## config.mk

```make
export PLATFORM = sky130hd
export DESIGN_NAME = reloj_ctrl
export DESIGN_NICKNAME = d
export VERILOG_FILES = /design/src/rtl/reloj_pkg.sv /design/src/rtl/reloj_debounce.sv /design/src/rtl/reloj_ctrl.sv
export SDC_FILE = /design/constraint.sdc
export NUM_CORES = 1
export LEC_CHECK = 0
export ABC_AREA = 1
export CORE_UTILIZATION = 50
export CTS_CLUSTER_SIZE = 14
export DETAILED_ROUTE_END_ITERATION = 16
export HOLD_SLACK_MARGIN = 0.12
export MAX_ROUTING_LAYER = met4
export PLACE_DENSITY_LB_ADDON = 0.25
export SLEW_MARGIN = 20
export SYNTH_ARGS = -nofsm -noshare
export SYNTH_HDL_FRONTEND = slang
export SYNTH_SLANG_ARGS = --single-unit
```

## constraint.sdc

```tcl
create_clock -name clk -period 3.9 [get_ports clk]
set_input_delay 0.975 -clock clk [delete_from_list [all_inputs] [get_ports clk]]
set_output_delay 0.975 -clock clk [all_outputs]
set_load 0.02 [all_outputs]
```

## src/rtl/reloj_pkg.sv

```systemverilog
// reloj_pkg: shared definitions for the clock controller, display mux and
// counter datapath.
//   mode_t       : operating mode as driven on reloj_ctrl.mode
//   MODE_W       : width of the mode field
//   is_set_mode(): true for the two time-setting modes
package reloj_pkg;

    localparam int unsigned MODE_W = 2;

    typedef enum logic [MODE_W-1:0] {
        MODE_RUN      = 2'd0,
        MODE_SET_MIN  = 2'd1,
        MODE_SET_HOUR = 2'd2
    } mode_t;

    function automatic logic is_set_mode(input mode_t m);
        return (m == MODE_SET_MIN) || (m == MODE_SET_HOUR);
    endfunction

endpackage

```

## src/rtl/reloj_debounce.sv

```systemverilog
// reloj_debounce: 2-FF synchronizer, debounce counter and press detector for
// one raw push-button.
//   clk   in  system clock
//   rst_n in  asynchronous active-low reset
//   raw   in  raw button level, asynchronous and bouncy
//   level out accepted (debounced) button level
//   press out one-cycle pulse on the accepted 0->1 edge
module reloj_debounce #(
    parameter int unsigned DEB_CYCLES = 1_000_000
) (
    input  logic clk,
    input  logic rst_n,
    input  logic raw,
    output logic level,
    output logic press
);

    localparam int unsigned CW = $clog2(DEB_CYCLES + 1);
    localparam logic [CW-1:0] CNT_LAST = CW'(DEB_CYCLES - 1);

    logic          sync1_q;
    logic          sync2_q;
    logic [1:0]    vld_q;
    logic          armed_q;
    logic [CW-1:0] cnt_q;
    logic          level_q;
    logic          press_q;

    // A press is only reported once the button has been seen released after
    // reset, so a button held through reset never yields a press pulse.
    // vld_q marks the synchronizer as holding real samples.
    always_ff @(posedge clk or negedge rst_n) begin
        if (!rst_n) begin
            sync1_q <= 1'b0;
            sync2_q <= 1'b0;
            vld_q   <= '0;
            armed_q <= 1'b0;
            cnt_q   <= '0;
            level_q <= 1'b0;
            press_q <= 1'b0;
        end else begin
            sync1_q <= raw;
            sync2_q <= sync1_q;
            vld_q   <= {vld_q[0], 1'b1};
            press_q <= 1'b0;
            if (vld_q[1] && !sync2_q) begin
                armed_q <= 1'b1;
            end
            if (sync2_q == level_q) begin
                cnt_q <= '0;
            end else if (cnt_q == CNT_LAST) begin
                level_q <= sync2_q;
                cnt_q   <= '0;
                press_q <= sync2_q & armed_q;
            end else begin
                cnt_q <= cnt_q + 1'b1;
            end
        end
    end

    assign level = level_q;
    assign press = press_q;

endmodule

```

## src/rtl/reloj_ctrl.sv

```systemverilog
// reloj_ctrl: clock controller. Generates the 1 Hz time base, debounces the
// mode/increment buttons, runs the RUN / SET_MIN / SET_HOUR mode FSM and
// issues single-cycle strobes to the time-counter datapath.
//   clk, rst_n          system clock, asynchronous active-low reset
//   btn_mode, btn_inc   raw push-buttons (active-high, bouncy)
//   inc_sec/min/hour    one-cycle advance strobes
//   clr_sec             one-cycle seconds clear (on entering SET_MIN)
//   mode                current mode (reloj_pkg::mode_t encoding)
//   blink               display-blank control for the field being set
// Build option: RELOJ_CTRL_AUTO_REPEAT_EN enables auto-repeat of a held
// increment button in the set modes.
module reloj_ctrl
    import reloj_pkg::*;
#(
    parameter int unsigned CLK_HZ     = 50_000_000,
    parameter int unsigned DEB_CYCLES = 1_000_000
) (
    input  logic       clk,
    input  logic       rst_n,
    input  logic       btn_mode,
    input  logic       btn_inc,
    output logic       inc_sec,
    output logic       inc_min,
    output logic       inc_hour,
    output logic       clr_sec,
    output logic [1:0] mode,
    output logic       blink
);

    localparam int unsigned PW = $clog2(CLK_HZ);
    localparam logic [PW-1:0] PRE_LAST = PW'(CLK_HZ - 1);
    localparam logic [PW-1:0] PRE_HALF = PW'(CLK_HZ / 2);

    logic mode_level, mode_press;
    logic inc_level, inc_press;
    logic unused_levels;

    reloj_debounce #(.DEB_CYCLES(DEB_CYCLES)) u_deb_mode (
        .clk   (clk),
        .rst_n (rst_n),
        .raw   (btn_mode),
        .level (mode_level),
        .press (mode_press)
    );

    reloj_debounce #(.DEB_CYCLES(DEB_CYCLES)) u_deb_inc (
        .clk   (clk),
        .rst_n (rst_n),
        .raw   (btn_inc),
        .level (inc_level),
        .press (inc_press)
    );

    assign unused_levels = &{1'b0, mode_level, inc_level};

    mode_t         mode_q, mode_d;
    logic [PW-1:0] pre_q, pre_d;
    logic          inc_sec_q, inc_sec_d;
    logic          inc_min_q, inc_min_d;
    logic          inc_hour_q, inc_hour_d;
    logic          clr_sec_q, clr_sec_d;
    logic          blink_q, blink_d;
    logic          tick;
    logic          inc_fire;

`ifdef RELOJ_CTRL_AUTO_REPEAT_EN
    localparam logic [PW-1:0] RPT_FIRST = PW'(CLK_HZ / 2);
    localparam logic [PW-1:0] RPT_NEXT  = PW'(CLK_HZ / 4);

    logic [PW-1:0] rpt_cnt_q, rpt_cnt_d;
    logic          rpt_first_q, rpt_first_d;
    logic          rpt_fire;

    // rpt_cnt_q counts cycles since the last strobe; zero means idle.
    always_comb begin
        rpt_cnt_d   = rpt_cnt_q;
        rpt_first_d = rpt_first_q;
        rpt_fire    = 1'b0;
        if (!is_set_mode(mode_q) || mode_press || !inc_level) begin
            rpt_cnt_d   = '0;
            rpt_first_d = 1'b0;
        end else if (inc_press) begin
            rpt_cnt_d   = PW'(1);
            rpt_first_d = 1'b1;
        end else if (rpt_cnt_q != '0) begin
            if (rpt_cnt_q == (rpt_first_q ? RPT_FIRST : RPT_NEXT)) begin
                rpt_fire    = 1'b1;
                rpt_cnt_d   = PW'(1);
                rpt_first_d = 1'b0;
            end else begin
                rpt_cnt_d = rpt_cnt_q + 1'b1;
            end
        end
    end

    assign inc_fire = inc_press | rpt_fire;
`else
    assign inc_fire = inc_press;
`endif

    assign tick = (pre_q == PRE_LAST);

    // A mode press always takes priority over an increment in the same cycle.
    always_comb begin
        mode_d     = mode_q;
        pre_d      = tick ? '0 : pre_q + 1'b1;
        inc_sec_d  = 1'b0;
        inc_min_d  = 1'b0;
        inc_hour_d = 1'b0;
        clr_sec_d  = 1'b0;
        case (mode_q)
            MODE_RUN: begin
                if (mode_press) begin
                    mode_d    = MODE_SET_MIN;
                    clr_sec_d = 1'b1;
                end else begin
                    inc_sec_d = tick;
                end
            end
            MODE_SET_MIN: begin
                if (mode_press) mode_d = MODE_SET_HOUR;
                else            inc_min_d = inc_fire;
            end
            MODE_SET_HOUR: begin
                if (mode_press) begin
                    mode_d = MODE_RUN;
                    pre_d  = '0;
                end else begin
                    inc_hour_d = inc_fire;
                end
            end
            default: mode_d = MODE_RUN;
        endcase
        blink_d = (mode_d == MODE_RUN) ? 1'b1 : (pre_d < PRE_HALF);
    end

    always_ff @(posedge clk or negedge rst_n) begin
        if (!rst_n) begin
            mode_q      <= MODE_RUN;
            pre_q       <= '0;
            inc_sec_q   <= 1'b0;
            inc_min_q   <= 1'b0;
            inc_hour_q  <= 1'b0;
            clr_sec_q   <= 1'b0;
            blink_q     <= 1'b1;
`ifdef RELOJ_CTRL_AUTO_REPEAT_EN
            rpt_cnt_q   <= '0;
            rpt_first_q <= 1'b0;
`endif
        end else begin
            mode_q      <= mode_d;
            pre_q       <= pre_d;
            inc_sec_q   <= inc_sec_d;
            inc_min_q   <= inc_min_d;
            inc_hour_q  <= inc_hour_d;
            clr_sec_q   <= clr_sec_d;
            blink_q     <= blink_d;
`ifdef RELOJ_CTRL_AUTO_REPEAT_EN
            rpt_cnt_q   <= rpt_cnt_d;
            rpt_first_q <= rpt_first_d;
`endif
        end
    end

    assign inc_sec  = inc_sec_q;
    assign inc_min  = inc_min_q;
    assign inc_hour = inc_hour_q;
    assign clr_sec  = clr_sec_q;
    assign mode     = mode_q;
    assign blink    = blink_q;

endmodule
```

==> results of run 1 <==
## worst paths after layout
check | startpoint | end | slack (ns) | cells past startpoint
hold reg to reg | u_deb_inc.sync1_q | u_deb_inc.sync2_q | 0.35 | 0
min in group asynchronous | rst_n | pre_q[11] | 0.77 | 1
setup reg to reg | pre_q[0] | blink | 1.54 | 15
max in group asynchronous | rst_n | u_deb_mode.cnt_q[12] | 2.46 | 2
setup / recovery | blink | blink | 1.45 | 1
hold / removal | u_deb_inc.sync1_q | u_deb_inc.sync2_q | 0.35 | 0
## layer usage
layer | track usage, % | vias to the layer above | part of all wire [%]
met5 | - | - | 0
met4 | 6.774 | 0 | 1.8
met3 | 4.118 | 11 | 2.2
met2 | 33.26 | 38 | 48
met1 | 27.12 | 1660 | 48
li1 | - | 1784 | -
## per-stage QoR
stage | setup slack, ns | cell area [sq um] | utilization (%)
3_5_place_dp | 1.546 | 4707 | 53.97
4_1_cts | 1.425 | 4940 | 56.64
3_3_place_gp | 1.661 | 4707 | 53.97
6_report | 1.452 | 4940 | 56.64
5_1_grt | 1.299 | 4940 | 56.64
2_1_floorplan | 2.108 | 4484 | -
## cell type report
type | count | area, sq um
Fill cell | 813 | 3781
Sequential cell | 85 | 2128
Multi-Input combinational cell | 376 | 1996
Inverter | 89 | 335.3
Clock buffer | 11 | 151.4
Tap cell | 108 | 135.1
Timing Repair Buffer | 12 | 112.6
Clock inverter | 5 | 81.33
## sequential cells by signal (all words and copies together), names as in the netlist
| name | cells |
|---|---|
| u_deb_mode.sync2_q | 1 |
| pre_q | 26 |
| inc_hour | 1 |
| inc_sec | 1 |
| u_deb_inc.press | 1 |
| clr_sec | 1 |
| u_deb_inc.sync1_q | 1 |
| u_deb_mode.level | 1 |
| u_deb_inc.sync2_q | 1 |
| u_deb_mode.press | 1 |
| u_deb_inc.vld_q | 2 |
| u_deb_inc.cnt_q | 20 |
| u_deb_mode.armed_q | 1 |
| u_deb_inc.level | 1 |
| u_deb_mode.sync1_q | 1 |
| blink | 1 |
| u_deb_mode.cnt_q | 20 |
| inc_min | 1 |
| u_deb_inc.armed_q | 1 |
| mode | 2 |
## layout by cell type, fill, tap and decap left out, drive strengths merged, types with 3 or more instances in the layout
cell / count
nor2: 112
nand2: 109
inv: 89
dfrtp: 84
nand3: 41
nor3: 20
a21oi: 16
xor2: 16
nand4: 14
clkbuf: 11
xnor2: 9
clkdlybuf4s50: 9
nor4: 9
o21ai: 8
nor3b: 6
ha: 3
buf: 3
## logic make-up after synthesis
kind of cell / after synthesis
adder cells (fa/ha/maj): 3
other: 1
AO/OA/AOI/OAI: 30
buffers and inverters: 93
XOR/XNOR: 25
multiplexers: 1
AND/OR/NAND/NOR: 316
flip-flops: 85
## report_power, final
part           internal, W   total, W  switching, W
Clock             0.000397   0.000721      0.000324
Sequential        0.000889   0.000893    0.00000485
Combinational    0.0000105  0.0000410     0.0000305
Total              0.00130    0.00166      0.000359
==> impl_metrics.ini, run 1 <==
[synthesis]
synthDistinctLibCells = 38
synth_edf_count = 0
synth_xor_area_share_pct = 4.883
syn_nets = 561
muxShareOfSynthArea_pct = 0.2511
synth_top_area_share_pct = 46.88
synth_seq_area_share_pct = 47.46
synth_common_cells = nand2_1, nor2_1, dfrtp_1
yosys_warnings = 0
synth_ff_type = dfrtp_1
synthAdderAreaFrac_pct = 0.8371
synth_area_sq_um = 4484
synth_top_family_by_area = simple AND/OR/NAND/NOR gates
synth-simple-area-share_pct = 34.65
synth_compound_area_share_pct = 3.795
synth.most_common_cell = nand2_1
synth-seq-cells = 85
synth_top_cell_by_area = dfrtp_1
ys_top_cells_by_area = dfrtp_1, nand2_1, nor2_1
synth_cells = 554
async_flop_share_pct = 100.0
syn_avg_cell_area_sq_um = 8.094

[route]
dr.pass1.iters = 4
num_vias = 3493
drc = 0
wire_per_inst_um = 12.56
drt-initial-drc-count = 165
viasPerCell = 5.092
wl_mm = 8.615
ant_nets = 0

[sta]
worst_pin_slew_ns = 0.9323
fmax_ghz = 0.4085
rsz0062_at_grt = false
hold_ws_ns = 0.3546
finalCriticalPeriod_ns = 2.448
tns_ns = 0
setup_viol = 0
hold_viol = 0
finalCritPeriodShare_pct = 62.77
slew_headroom_pct = 37.85
skew_ns = 0.01069
drv_slew = 0

[clocking]
clock_latency_ns = 0.35
root_buffer = clkbuf_8
clock-sinks = 85
cts_setup_buffers = 0
clock_tree.buffer_depth = 2
hold_buffers = 0
cts_resized = 0
h-tree-depth = 3
cts_buffers = 9
clk_pin_slew_ns = 0.09
cts_tree = done

[critical_path]
cp_data_required_time_ns = 2.92
path_delay_family = buffers and inverters
crit_path_end_kind = output pin
cp.arrival_ns = 1.47
cp_slowest_stage_delay_ns = 0.59
cp-start-kind = flip-flop
crit_chain = clkdlybuf4s50_1
critical_path_buf_inv_count = 1
worst-path-max-fanout = 1
critPathKind = reg2out
slowest_stage = clkdlybuf4s50_1

[global_routing]
grt_max_degree = 77
grt_pass1_vias = 3514
grt_pass1_wl_mm = 15.64
track_usage_pct = 20.95
antenna_found_initial = 0
grt_remaining_overflow = 0

[placement]
dp.cells = 670
place.gp.congestion = 0.8667
dpl.hpwl_mm = 6.288
io_buffers = 10

[final_layout]
diodes = 0
layout-drive-gt1-share_pct = 12.80
instances_no_fill = 686
nNetsFinal = 580
area_delta_synth_final_pct = 10.16

[power_and_ir_drop]
vdd_drop_max_uv = 247.9
p_total_w = 0.001655
power_density_nw_per_um2 = 335.1
power_leakage_nw = 2.228

[job]
max-cap-violations = 0

[die]
rows = 34
io_pins = 11
die_x_um = 96.70
start_util_pct = 51.42
die-area_sq_um = 9351
core-area_sq_um = 8721
die_y_um = 96.70

[outcome]
status = complete, no violations

[hold_path]
min_path_type = reg2reg
(Power assumes the default switching activity.)
==> inputs of run 2 (changes only) <==
- clock period: 3.9 -> 2.4 ns (I/O delays scaled with it)
==> impl_metrics.ini, run 2 (synthesis gave the netlist of run 1 again) <==
[sta]
worst_pin_slew_ns = 0.5612
finalCriticalPeriod_ns = 2.098
skew_ns = 0.01332
finalCritPeriodShare_pct = 87.40
slew_headroom_pct = 62.59
hold_ws_ns = 0.2188
tns_ns = 0
hold_viol = 0
fmax_ghz = 0.4767
rsz0062_at_grt = false
drv_slew = 0
setup_viol = 0

[die]
start_util_pct = 51.42
rows = 34
die_y_um = 96.70
core-area_sq_um = 8721
io_pins = 11
die_x_um = 96.70
die-area_sq_um = 9351

[route]
wl_mm = 8.856
drt-initial-drc-count = 166
drc = 0
viasPerCell = 5.082
wire_per_inst_um = 12.80
num_vias = 3517
dr.pass1.iters = 4
ant_nets = 0

[final_layout]
most-common-layout-cells = nand2_1, nor2_1, dfrtp_1
diodes = 0
largest_register_ffs = 26
layout-drive-gt1-share_pct = 13.70
final_common_cell = nand2_1
final_core_util_pct = 57.02
top_regs = pre_q (26), u_deb_inc.cnt_q (20), u_deb_mode.cnt_q (20)
largest_register = pre_q
area_delta_synth_final_pct = 10.88
nNetsFinal = 586

[critical_path]
cp_slowest_stage_delay_ns = 0.42
slowest_stage = dfrtp_1
cp_data_required_time_ns = 2.69
critPathKind = reg2reg
cp.arrival_ns = 2.39
reg2reg_to = blink
r2r_start = pre_q[0]
crit_chain = ha_1 -> nand2_2 -> inv_2 -> nand2_1 -> nor2_1 -> nand2_1 -> nor2_2 -> nor2_4 -> nand3_1 -> nor2_1 -> nand2_1 -> nor2_1 -> nand2_1 -> nand2_1 -> nand2_1
crit_path_frequent_cell = nand2_1
ff2ff_setup_slack_ns = 0.30
cp-start-kind = flip-flop
crit_path_end_kind = flip-flop
critical_path_buf_inv_count = 1
worst-path-max-fanout = 14
reg2regPathDepth = 15
path_delay_family = simple AND/OR/NAND/NOR gates

[clocking]
cts_buffers = 9
cts_resized = 0
cts_tree = done
cts_setup_buffers = 0
clock_latency_ns = 0.35
clock_tree.buffer_depth = 2
hold_buffers = 0
root_buffer = clkbuf_8
clk_pin_slew_ns = 0.09
h-tree-depth = 3
clock-sinks = 85

[global_routing]
grt_max_degree = 45
grt_pass1_vias = 3546
antenna_found_initial = 0
grt_pass1_wl_mm = 15.80
grt_remaining_overflow = 0
track_usage_pct = 21.53

[job]
max-cap-violations = 0

[power_and_ir_drop]
power_leakage_nw = 2.256
power_density_nw_per_um2 = 532.0
vdd_drop_max_uv = 380.3

[outcome]
status = complete, no violations

[placement]
place.gp.congestion = 0.9076
dpl.hpwl_mm = 6.682
io_buffers = 10

[hold_path]
min_path_type = in2async
[run 2: layout make-up]
cell class	count	area (sq um)
well taps	108	135.1
fillers	790	3749
inverters	89	335.3
repair buffers	18	157.7
multi-input cells	376	1996
clock buffers	9	123.9
clock inverters	7	96.34
flip-flops and latches	85	2128
[run 2: worst max-delay path by stage]
stage,from,end,slack (ns),cells after the start
floorplan,pre_q[0],blink,0.61,16
global placement,pre_q[0],blink,0.44,15
detailed placement,pre_q[0],blink,0.28,15
CTS,pre_q[0],blink,0.25,15
global route,pre_q[0],blink,0.03,16
finish,pre_q[0],blink,0.30,15
[run 2: per-layer routing]
layer,track usage (%),vias to the layer above,share of wire (%)
li1,-,1793,-
met5,-,-,0
met4,10.68,0,2.5
met2,33.86,57,48
met1,27.40,1645,46
met3,3.107,22,3.4
[run 2: power by group]
part           switching [W]  internal (W)  leakage [nW]  total [W]
Clock               0.000528      0.000592         0.114    0.00112
Sequential        0.00000799       0.00144          1.14    0.00145
Combinational      0.0000511     0.0000223          1.00  0.0000734
Total               0.000587       0.00206          2.26    0.00265
[run 2: metrics by stage]
step | setup slack, ns | instance area [sq um] | power (W) | std cells
after detailed placement | 0.2825 | 4752 | 0.001557 | 676
after global placement | 0.4358 | 4752 | 0.001554 | 676
final | 0.3024 | 4972 | 0.002645 | 692
after floorplan | 0.6082 | 4484 | 0.001507 | 554
after global routing | 0.03174 | 4972 | 0.002746 | 692
after CTS | 0.2536 | 4972 | 0.002678 | 692
==> inputs of run 3 (changes only) <==
- PLACE_DENSITY: default -> 0.67
- PLACE_DENSITY_LB_ADDON: 0.25 -> default
==> impl_metrics.ini, run 3 (synthesis gave the netlist of run 1 again) <==
[sta]
tns_ns = 0
rsz0062_at_grt = false
slew_headroom_pct = 66.24
finalCritPeriodShare_pct = 86.74
drv_slew = 0
hold_ws_ns = 0.2148
setup_viol = 0
skew_ns = 0.007603
fmax_ghz = 0.4804
finalCriticalPeriod_ns = 2.082
worst_pin_slew_ns = 0.5027
hold_viol = 0

[critical_path]
crit_cells = 1
crit_end = blink
startpoint = blink
cp-start-kind = flip-flop
critical_path_buf_inv_count = 1
crit_path_end_kind = output pin
reg2regPathDepth = 16
reg2reg_to = blink
cp_slowest_stage_delay_ns = 0.60
r2r_start = pre_q[0]
cp.arrival_ns = 1.48
worst-path-max-fanout = 1
path_delay_family = buffers and inverters
cp_data_required_time_ns = 1.80
ff2ff_setup_slack_ns = 0.35
slowest_stage = clkdlybuf4s50_1
critPathKind = reg2out
crit_chain = clkdlybuf4s50_1

[final_layout]
design_area_sq_um = 4950
largest_register = pre_q
layout-drive-gt1-share_pct = 13.70
seq_area_sq_um = 2128
nNetsFinal = 586
multi_input_area_sq_um = 1996
most-common-layout-cells = nand2_1, nor2_1, dfrtp_1
num-fill-cells = 801
diodes = 0
largest_register_ffs = 26
final_core_util_pct = 56.76
area_delta_synth_final_pct = 10.38
top_regs = pre_q (26), u_deb_inc.cnt_q (20), u_deb_mode.cnt_q (20)
final_common_cell = nand2_1

[clocking]
h-tree-depth = 3
clock-sinks = 85
hold_buffers = 0
clk_pin_slew_ns = 0.09
clock_tree.buffer_depth = 2
root_buffer = clkbuf_8
cts_tree = done
clock_latency_ns = 0.35
cts_buffers = 9

[route]
drt-initial-drc-count = 185
wire_per_inst_um = 12.62
num_vias = 3540
wl_mm = 8.732
ant_nets = 0
viasPerCell = 5.116
dr.pass1.iters = 4
drc = 0

[global_routing]
grt_remaining_overflow = 0
grt_max_degree = 40
busiest_layer = met2
track_usage_pct = 20.81
grt_pass1_vias = 3457
grt_pass1_wl_mm = 15.37
met1_usage_pct = 26.07
use_met2_pct = 33.80
met3_usage_pct = 3.035
antenna_found_initial = 0

[job]
max-cap-violations = 0

[die]
io_pins = 11
rows = 34
die-area_sq_um = 9351
start_util_pct = 51.42
die_y_um = 96.70
core-area_sq_um = 8721
die_x_um = 96.70

[placement]
io_buffers = 10
dpl.hpwl_mm = 6.581
place_area_sq_um = 4737
place.gp.congestion = 0.8793

[outcome]
status = complete, no violations

[power_and_ir_drop]
power_leakage_nw = 2.240
vdd_drop_max_uv = 262.8
power_density_nw_per_um2 = 513.4

[hold_path]
min_path_type = in2async
-- run 3: cell types whose count changed in the layout (fill, tap and decap cells not counted) --
cell,before,now
clkinvlp_4,0,1
bufinv_16,2,1
-- run 3: worst min-delay path by stage --
stage                                     end  slack [ns]  depth (start not counted)
after floorplan                       clr_sec        0.30                          0
after global placement     u_deb_inc.vld_q[1]        0.33                          0
after detailed placement   u_deb_mode.sync2_q        0.33                          0
after CTS                 u_deb_inc.cnt_q[13]        0.22                          1
after global routing      u_deb_inc.cnt_q[10]        0.24                          1
final                               pre_q[10]        0.21                          1
-- run 3: worst register-to-register path, cell delays in order (launching register included) --
cell and delay, ns:
dfrtp_1 0.42, ha_1 0.23, nand2_2 0.11, inv_2 0.05, nand2_1 0.06, nor2_1 0.05, nand2_1 0.11, nor2_2 0.06
nor2_4 0.13, buf_4 0.20, nand2_1 0.06, nor2_1 0.17, nand3_1 0.10, nor2_1 0.10, nand2_1 0.06, nand2_1 0.05
nand2_1 0.04
-- run 3: timing repair --
item / in CTS / in global routing
endpoints found under the setup margin: 0 / 1
resized for setup: 0 / 0
setup buffers: 0 / 2
-- run 3: routing by layer --
| metal | share of wire (%) | vias up |
|---|---|---|
| met3 | 3.3 | 15 |
| met4 | 1.9 | 0 |
| met2 | 49 | 63 |
| met1 | 46 | 1668 |
| met5 | 0 | - |
| li1 | - | 1794 |
-- run 3: layout make-up --
type                            instances  area share [%]
Clock inverter                          7           1.491
Clock buffer                            9           2.503
Timing Repair Buffer                   18           3.185
Tap cell                              108           2.730
Inverter                               89           6.775
Sequential cell                        85           43.00
Multi-Input combinational cell        376           40.32
-- run 3: through the flow --
step           setup slack [ns]  std cells  total power [W]
5_1_grt                  0.1140        692         0.002655
4_1_cts                  0.2406        690         0.002575
6_report                 0.3183        692         0.002541
2_1_floorplan            0.6082        554         0.001507
3_5_place_dp             0.2718        674         0.001555
3_3_place_gp             0.3675        674         0.001552
-- run 3: power by group --
group / internal [W] / switching (W)
Combinational: 0.0000204 / 0.0000508
Clock: 0.000487 / 0.000531
Sequential: 0.00144 / 0.00000802
